### config.mk
export PLATFORM = sky130hd
export DESIGN_NAME = bcd_score_keeper_flat
export DESIGN_NICKNAME = d
export VERILOG_FILES = /design/src/rtl/bcd_score_keeper_if.sv /design/src/rtl/bcd_score_keeper.sv /design/src/flat_wrapper.sv
export SDC_FILE = /design/constraint.sdc
export NUM_CORES = 1
export LEC_CHECK = 0
export CORE_MARGIN = 2
export CORE_UTILIZATION = 55
export DETAILED_ROUTE_END_ITERATION = 16
export MAX_ROUTING_LAYER = met4
export PLACE_DENSITY = 0.8
export SKIP_LAST_GASP = 1
export SYNTH_ARGS = -nofsm -noshare
export SYNTH_HDL_FRONTEND = slang
export SYNTH_SLANG_ARGS = --single-unit
### constraint.sdc
create_clock -name clk -period 10.1 [get_ports clk]
set_input_delay 1.515 -clock clk [delete_from_list [all_inputs] [get_ports clk]]
set_output_delay 1.515 -clock clk [all_outputs]
set_load 0.05 [all_outputs]
### src/rtl/bcd_score_keeper_if.sv
// ============================================================================
// Module      : bcd_score_keeper_if
// Description : Game-control and score-display signal bundle for the BCD
//               score keeper. Game control is the master; the keeper is the slave.
// Revision    : 1.0 - initial release
// ============================================================================
`default_nettype none

interface bcd_score_keeper_if #(
    parameter int DIGITS = 4
);
    logic                  game_start;
    logic                  game_over;
    logic                  game_tick;
    logic                  bonus_valid;
    logic [3:0]            bonus_points;
    logic [4*DIGITS-1:0]   score;
    logic [4*DIGITS-1:0]   high_score;
    logic                  new_high;
    logic                  active;
    logic                  overflow;

    modport master (
        output game_start, game_over, game_tick, bonus_valid, bonus_points,
        input  score, high_score, new_high, active, overflow
    );

    modport slave (
        input  game_start, game_over, game_tick, bonus_valid, bonus_points,
        output score, high_score, new_high, active, overflow
    );
endinterface

`default_nettype wire

### src/rtl/bcd_score_keeper.sv
// ============================================================================
// Module      : bcd_score_keeper
// Description : Parametrised packed-BCD game score counter with tick/bonus
//               increments, saturate or wrap overflow and a session high score.
// Revision    : 1.0 - initial release
// ============================================================================
`default_nettype none

module bcd_score_keeper #(
    parameter int DIGITS      = 4,
    parameter int TICK_POINTS = 1,
    parameter int SATURATE    = 1
) (
    input  logic               clk,
    input  logic               rst_n,
    bcd_score_keeper_if.slave  bus
);

    localparam int                  c_width     = 4 * DIGITS;
    localparam logic [c_width-1:0]  c_all_nines = {DIGITS{4'h9}};
    localparam logic [4:0]          c_tick_add  = 5'(TICK_POINTS);

    typedef enum logic [1:0] {
        ST_IDLE   = 2'd0,
        ST_ACTIVE = 2'd1,
        ST_OVER   = 2'd2
    } state_t;

    state_t               r_state;
    logic [c_width-1:0]   r_score;
    logic [c_width-1:0]   r_high_score;
    logic                 r_new_high;
    logic                 r_active;
    logic                 r_overflow;

    logic [3:0]           w_bonus;
    logic [4:0]           w_add;
    logic [c_width-1:0]   w_sum;
    logic [4:0]           w_carry;
    logic [4:0]           w_digit_sum;
    logic                 w_wrap;

    // Out-of-range bonus codes clamp to the largest BCD digit.
    assign w_bonus = (bus.bonus_points > 4'd9) ? 4'd9 : bus.bonus_points;
    assign w_add   = (bus.game_tick   ? c_tick_add       : 5'd0)
                   + (bus.bonus_valid ? {1'b0, w_bonus}  : 5'd0);

    // Digit 0 can receive up to 9+18=27, so carries of 0..2 ripple upward.
    always_comb begin
        w_carry     = w_add;
        w_sum       = '0;
        w_digit_sum = '0;
        for (int i = 0; i < DIGITS; i++) begin
            w_digit_sum = {1'b0, r_score[4*i +: 4]} + w_carry;
            if (w_digit_sum >= 5'd20) begin
                w_sum[4*i +: 4] = 4'(w_digit_sum - 5'd20);
                w_carry         = 5'd2;
            end else if (w_digit_sum >= 5'd10) begin
                w_sum[4*i +: 4] = 4'(w_digit_sum - 5'd10);
                w_carry         = 5'd1;
            end else begin
                w_sum[4*i +: 4] = w_digit_sum[3:0];
                w_carry         = 5'd0;
            end
        end
        w_wrap = (w_carry != 5'd0);
    end

    always_ff @(posedge clk or negedge rst_n) begin
        if (!rst_n) begin
            r_state      <= ST_IDLE;
            r_score      <= '0;
            r_high_score <= '0;
            r_new_high   <= 1'b0;
            r_active     <= 1'b0;
            r_overflow   <= 1'b0;
        end else begin
            r_overflow <= 1'b0;
            case (r_state)
                ST_ACTIVE: begin
                    if (bus.game_over) begin
                        r_state  <= ST_OVER;
                        r_active <= 1'b0;
                        if (r_score > r_high_score) begin
                            r_high_score <= r_score;
                            r_new_high   <= 1'b1;
                        end
                    end else if (bus.game_start) begin
                        r_score <= '0;
                    end else if (w_add != 5'd0) begin
                        r_overflow <= w_wrap;
                        if (w_wrap && (SATURATE != 0)) begin
                            r_score <= c_all_nines;
                        end else begin
                            r_score <= w_sum;
                        end
                    end
                end
                default: begin
                    if (bus.game_start) begin
                        r_state    <= ST_ACTIVE;
                        r_active   <= 1'b1;
                        r_score    <= '0;
                        r_new_high <= 1'b0;
                    end
                end
            endcase
        end
    end

    assign bus.score      = r_score;
    assign bus.high_score = r_high_score;
    assign bus.new_high   = r_new_high;
    assign bus.active     = r_active;
    assign bus.overflow   = r_overflow;

endmodule

`default_nettype wire

### src/flat_wrapper.sv
// flat-port wrapper written by rule: the top's interface ports become plain ports
module bcd_score_keeper_flat 
#(
    parameter int DIGITS      = 4,
    parameter int TICK_POINTS = 1,
    parameter int SATURATE    = 1
)
  (clk, rst_n, bus_game_start, bus_game_over, bus_game_tick, bus_bonus_valid, bus_bonus_points, bus_score, bus_high_score, bus_new_high, bus_active, bus_overflow);
  bcd_score_keeper_if #(.DIGITS(DIGITS)) bus_i ();
  input  logic clk;
  input  logic rst_n;
  input wire logic [$bits(bus_i.game_start)-1:0] bus_game_start;
  input wire logic [$bits(bus_i.game_over)-1:0] bus_game_over;
  input wire logic [$bits(bus_i.game_tick)-1:0] bus_game_tick;
  input wire logic [$bits(bus_i.bonus_valid)-1:0] bus_bonus_valid;
  input wire logic [$bits(bus_i.bonus_points)-1:0] bus_bonus_points;
  output wire logic [$bits(bus_i.score)-1:0] bus_score;
  output wire logic [$bits(bus_i.high_score)-1:0] bus_high_score;
  output wire logic [$bits(bus_i.new_high)-1:0] bus_new_high;
  output wire logic [$bits(bus_i.active)-1:0] bus_active;
  output wire logic [$bits(bus_i.overflow)-1:0] bus_overflow;
  assign bus_i.game_start = bus_game_start;
  assign bus_i.game_over = bus_game_over;
  assign bus_i.game_tick = bus_game_tick;
  assign bus_i.bonus_valid = bus_bonus_valid;
  assign bus_i.bonus_points = bus_bonus_points;
  assign bus_score = bus_i.score;
  assign bus_high_score = bus_i.high_score;
  assign bus_new_high = bus_i.new_high;
  assign bus_active = bus_i.active;
  assign bus_overflow = bus_i.overflow;
  bcd_score_keeper #(.DIGITS(DIGITS), .TICK_POINTS(TICK_POINTS), .SATURATE(SATURATE)) u_core (.clk(clk), .rst_n(rst_n), .bus(bus_i));
endmodule
; Word level (Yosys, flattened, before mapping)
; Index checks and enable logic that the tools add are counted.
[word_totals]
regBits = 37
input_bits = 10
word_cells = 80
[classes]
addsub = 13
order_cmp = 10
eq_ne = 4
mux = 39
reduce_logical = 8
[op_table]
columns = cell, n
row1 = $mux 16, 6
row2 = $mux 4, 10
row3 = $ge 5x4->1 const B, 4
row4 = $ge 5x5->1 const B, 4
row5 = $gt 16x16->1, 1
row6 = $mux 1, 16
row7 = $sub 4x3->4 const B, 4
row8 = $sub 4x4->4 const B, 4
row9 = $add 4x5->5, 3
row10 = $mux 5, 3
row11 = $reduce_bool 5->1, 2
row12 = $reduce_and 3->1, 3
row13 = $mux 2, 4
row14 = $add 4x2->5, 1
row15 = $add 5x5->5, 1
row16 = $gt 4x4->1 const B, 1
row17 = $ne 2x2->1 const B, 2
row18 = $reduce_bool 3->1, 1
row19 = $eq 2x1->1 const B, 1
row20 = $ne 2x1->1 const B, 1
row21 = $reduce_and 2->1, 1
row22 = $reduce_bool 2->1, 1

; Logic depth before layout (Yosys ltp)
[logic_depth]
depth_word = 26
ltp_mapped = 48

; Worst setup path after synthesis
; No wires, ideal clock.
[synth_path]
path_type = in2reg
start = input port bus_bonus_points[2]
end = register u_core.r_score[0] (netlist: u_core.bus.score[0])
setup_ns = 0.126
arrival_time_ns = 9.607
path_slack_ns = 0.367
stages = 48
path_buffers = 1
cell_sequence = o21a_1 > o21a_1 > ha_1 > ha_1 > xnor2_1 > ha_1 > a21oi_1 > a21oi_1 > nor2_2 > inv_1 > ha_1 > nand2_1 > o21ai_2 > o21bai_1 > and2_1 > xor2_1 > ha_1 > a31oi_1 > (+12 left out) > xnor2_1 > ha_1 > nand2b_1 > a31oi_1 > nand2_1 > a21oi_1 > nor2_2 > and2_1 > ha_1 > ha_1 > a211o_1 > xnor2_1 > ha_1 > o31ai_1 > mux2_4 > clkinv_4 > nor2_4 > a221o_1
[synth_via]
elab_chain_len = 26
elab_cells_between_ends = 37
[synth_lines]
columns = item, line_no
row1 = "start, declared", flat_wrapper.sv:16  ; input wire logic [$bits(bus_i.bonus_points)-1:0] bus_bonus_points;
row2 = $gt 4x4->1, bcd_score_keeper.sv:44  ; assign w_bonus = (bus.bonus_points > 4'd9) ? 4'd9 : bus.bonus_points;
row3 = $mux 4 *, bcd_score_keeper.sv:44
row4 = $mux 4 *, bcd_score_keeper.sv:46  ; + (bus.bonus_valid ? {1'b0, w_bonus} : 5'd0);
row5 = $add 5x5->5 *, bcd_score_keeper.sv:46
row6 = $add 4x5->5, bcd_score_keeper.sv:54  ; w_digit_sum = {1'b0, r_score[4*i +: 4]} + w_carry;
row7 = $ge 5x4->1, bcd_score_keeper.sv:58  ; end else if (w_digit_sum >= 5'd10) begin
row8 = $mux 1, bcd_score_keeper.sv:58
row9 = $mux 2, bcd_score_keeper.sv:55  ; if (w_digit_sum >= 5'd20) begin
row10 = (+10 left out), -
row11 = $mux 1, bcd_score_keeper.sv:58
row12 = $mux 5, bcd_score_keeper.sv:55
row13 = $reduce_bool 5->1, bcd_score_keeper.sv:66  ; w_wrap = (w_carry != 5'd0);
row14 = $mux 16, bcd_score_keeper.sv:92  ; if (w_wrap && (SATURATE != 0)) begin
row15 = $mux 16, bcd_score_keeper.sv:90  ; end else if (w_add != 5'd0) begin
row16 = $mux 16, bcd_score_keeper.sv:88  ; end else if (bus.game_start) begin
row17 = $mux 16, bcd_score_keeper.sv:81  ; if (bus.game_over) begin
row18 = $mux 16, bcd_score_keeper.sv:79  ; case (r_state)
row19 = "end signal, assigned", bcd_score_keeper.sv:93  ; r_score <= c_all_nines;
row20 = "end signal, assigned", bcd_score_keeper.sv:95  ; r_score <= w_sum;
row21 = "end, declared", bcd_score_keeper.sv:30  ; logic [c_width-1:0] r_score;
; Mark *: on every way between the ends. The rest lies on a longest branch, timed or not. The select of a mux whose other input is x is not followed.
; A chain may end at the register's enable or synchronous reset.

; Worst setup path after layout
[layout_path]
start = input port bus_bonus_points[1]
end = register u_core.r_score[14] (netlist: u_core.bus.score[14])
; The elaborated chain is that of the path after synthesis.

==> metrics.md <==
| Metric | Value |
|---|---|
| Status | `finished clean` |
| Clk buf depth | `2` |
| Initial core utilization | `a little under three fifths` |
| TritonRoute pass-1 iters | `5` |
| Detailed placement HPWL | `between 5000 and 6000 µm` |
| Layout cell share with drive strength beyond 1 | `between 20% and 30%` |
| # hold bufs at CTS | `0` |
| Slew margin rel. | `a little under a quarter` |
| Crit. End Element | `register` |
| Worst R2R Setup Slack | `~2.2 ns` |
| Maximum fanout along the worst path | `8` |
| Crit path capture | `u_core.bus.score[14]` |
| Final hold violations | `0` |
| Max H-tree Level | `2` |
| Hold Slack | `between 0.5 and 0.6 ns` |
| CTS Buf Count | `5` |
| Clk_lat worst skew | `~0.29 ns` |
| Placer's final routability congestion estimate | `around 0.89` |
| Top FF cell, synth | `dfrtp_1` |
| Fin. max-slew vios | `0` |
| FP Rows | `26` |
| F_max | `around 100 MHz` |
| Residual DRC count | `0` |
| Crit path time final | `around 10 ns` |
| Critical-path top delay cell | `clkdlybuf4s50_1` |
| Placed Instances | `443` |
| Max_cap viols | `0` |
| Mapped Cells | `~320` |
| Static Leakage | `roughly 1.7 nW` |
| Worst IR Drop VDD | `~52 µV` |
| Worst-margin pin slew | `roughly 1.1 ns` |
| GRT Max-Usage Layer | `met2` |
| CP peak stage delay | `0.45 ns` |
| Setup violations, final | `0` |
| Proportion of synthesized flip-flops having asynchronous set or reset | `100.0%` |
| Worst r2r src | `u_core.bus.score[2]` |
| Vias per cell | `~5.9` |
| Crit path kind | `in2reg` |
| Number of synthesized register bits | `36` |
| Die Y | `~77 µm` |
| Area Overhead vs Synth | `31.46%` |
| Critical Path RT | `10.29 ns` |
| Gr usage total | `a little over a quarter` |
| Critical Path AT | `just over 10 ns` |
| RR Endpoint | `u_core.bus.score[14]` |
| PortBufs | `44` |
| GRT met1 Usage | `33.08%` |
| Setup skew after layout | `roughly 0.0045 ns` |
| Initial antenna violation count | `0` |
| Avg Inst Size Synth | `9.065 µm²` |
| Sequential area share after synthesis | `between 30% and 40%` |
| Count of boundary I/O pins | `45` |
| DR WL/cell | `16.51 µm` |
| First-pass GRT wire length | `approximately 12000 µm` |
| Nets | `roughly 440` |
| Initial detailed-routing violation count | `between 150 and 200` |
| Vias | `~2700` |
| Core Area | `5107 µm²` |
| Antenna-violating nets left | `0` |
| Non-filler instance count after layout | `460` |
| Worst Setup Start Kind | `input port` |
| Origin of the worst setup path | `bus_bonus_points[1]` |
| Hold Path Class | `reg2reg` |
| Die area | `between 5000 and 6000 µm²` |
| Post-Synthesis Cell Area | `~2900 µm²` |
| Final non-filler cell area | `around 3800 µm²` |
| Period utilization | `between 90 and 100%` |
| Dpl cell area | `3516 µm²` |
| M2 GR Usage | `a little over two fifths` |
| YS warnings | `0` |
| Pwr dens | `111.0 nW/µm²` |
| M3 GR Usage | `2.941%` |
| Clock Tree Root | `clkbuf_8` |
| Setup TNS | `0 ns` |
| Diode count | `0` |
| CTS clk-pin slew, worst paths | `0.07 ns` |
| Worst path most repeated cell | `ha_2` |
| Total grt overflow | `0` |
| Vias in the first global route | `2550` |
| Synth Net Count | `between 300 and 400` |
| Yosys cell types | `60` |
| EDFF count, synth | `0` |
| Worst-case reg-to-reg path depth | `42` |
| Drt total wl | `approximately 7600 µm` |
| Clk sinks | `36` |
| CTS tree | `done` |
| Die span in x | `76.85 µm` |
| Largest net degree at the start of global routing | `37` |
-- routing by layer --
layer  vias to the layer above  share of wire (%)
met3                        12                4.9
li1                       1304                  -
met2                        88                 52
met1                      1300                 42
met5                         -                  0
met4                         0                1.6
-- power by group --
group | total (mW) | switching, mW | internal, mW | leakage, nW
Clock | 0.105 | 0.0495 | 0.0556 | 0.0455
Sequential | 0.158 | 0.00738 | 0.151 | 0.482
Combinational | 0.163 | 0.0953 | 0.0676 | 1.22
-- cell type report --
type | count | area (µm²)
Sequential cell | 36 | 900.9
Tap cell | 70 | 87.58
Timing Repair Buffer | 66 | 615.6
Clock buffer | 8 | 90.09
Inverter | 36 | 141.4
Fill cell | 351 | 1270
Multi-Input combinational cell | 244 | 2002
-- how the worst min path moves through the flow --
stage,slack (ns),from,depth (start not counted),end
detailed placement,0.50,u_core.bus.new_high,2,u_core.bus.new_high
CTS,0.51,u_core.bus.new_high,2,u_core.bus.new_high
finish,0.51,u_core.bus.new_high,2,u_core.bus.new_high
global route,0.54,u_core.bus.new_high,2,u_core.bus.new_high
floorplan,0.50,u_core.r_state[1],2,u_core.r_state[1]
global placement,0.46,u_core.bus.new_high,2,u_core.bus.new_high
-- stage by stage --
| step | setup WS (ns) | util [%] | power (mW) |
|---|---|---|---|
| 6_report | 0.1379 | 75.13 | 0.4259 |
| 5_1_grt | -0.3019 | 75.13 | 0.4490 |
| 4_1_cts | 0.08882 | 70.60 | 0.4040 |
| 3_5_place_dp | -0.1913 | 68.84 | 0.2991 |
| 3_3_place_gp | 0.08711 | 68.84 | 0.2952 |
| 2_1_floorplan | 0.3671 | - | 0.2552 |
-- cells by family (layout without fill, tap and decap cells) --
logic type                 after synthesis  count (layout)  share of synthesized area (%)
AOI/OAI and AO/OA                       89              89                          21.48
xor gates and xnor gates                11              11                          3.558
adders and majority gates               37              37                          16.12
buffers and inverters                   42             110                          5.657
DFF                                     36              36                          30.86
muxes                                   17              17                          6.558
and+or+nand+nor                         90              90                          15.77
-- critical path: cells and delay by family --
family	cells	cell delay, ns
buf+inv	5	0.86
fa+ha+maj	12	2.46
mux	1	0.29
simple gates	9	1.18
xor+xnor	5	0.83
compound gates	16	3.00
-- timing repair --
| item | 4_1_cts | 5_1_grt |
|---|---|---|
| gates resized for setup | 0 | 37 |
| setup endpoints to repair | 0 | 16 |
| hold endpoints to repair | 0 | 0 |
| setup buffers | 0 | 9 |
-- state kept, by name (all words and copies together) (netlist names) --
name / cells
u_core.r_state: 2
u_core.bus.score: 16
u_core.bus.new_high: 1
u_core.bus.overflow: 1
u_core.bus.high_score: 16
-- cell usage after synthesis, drive strengths merged (5+ instances only) --
master	instances	area [µm²]
o21a	7	52.55
mux2	14	161.4
nor3	5	30.03
a221o	8	80.08
ha	36	450.4
o21ai	22	125.1
nand2b	5	31.28
nor2b	6	37.54
inv	34	127.6
xnor2	10	95.10
dfrtp	36	900.9
nor2	18	80.07
o22ai	5	31.28
a31oi	8	62.56
nand2	30	115.1
and3	6	37.54
a21oi	18	93.84
nand3	7	35.03
-- placed cells by master, fill, tap and decap left out, types with 4 or more instances in the layout --
cell type and n:
inv_1 34, clkdlybuf4s50_1 42, buf_4 21, nand3_1 7, nor2_1 14, xnor2_2 5, a21oi_1 13, and3_1 5
o21ai_1 8, nand2_1 29, ha_2 9, nand2b_1 5, a21oi_2 4, o22ai_1 5, a31oi_1 4, nor3_1 4
a221o_1 8, o21ai_0 11, xnor2_1 5, clkbuf_8 6, nor2b_1 6, ha_1 27, mux2_2 13, dfrtp_1 36
o21a_1 7
(Power assumes the default switching activity.)
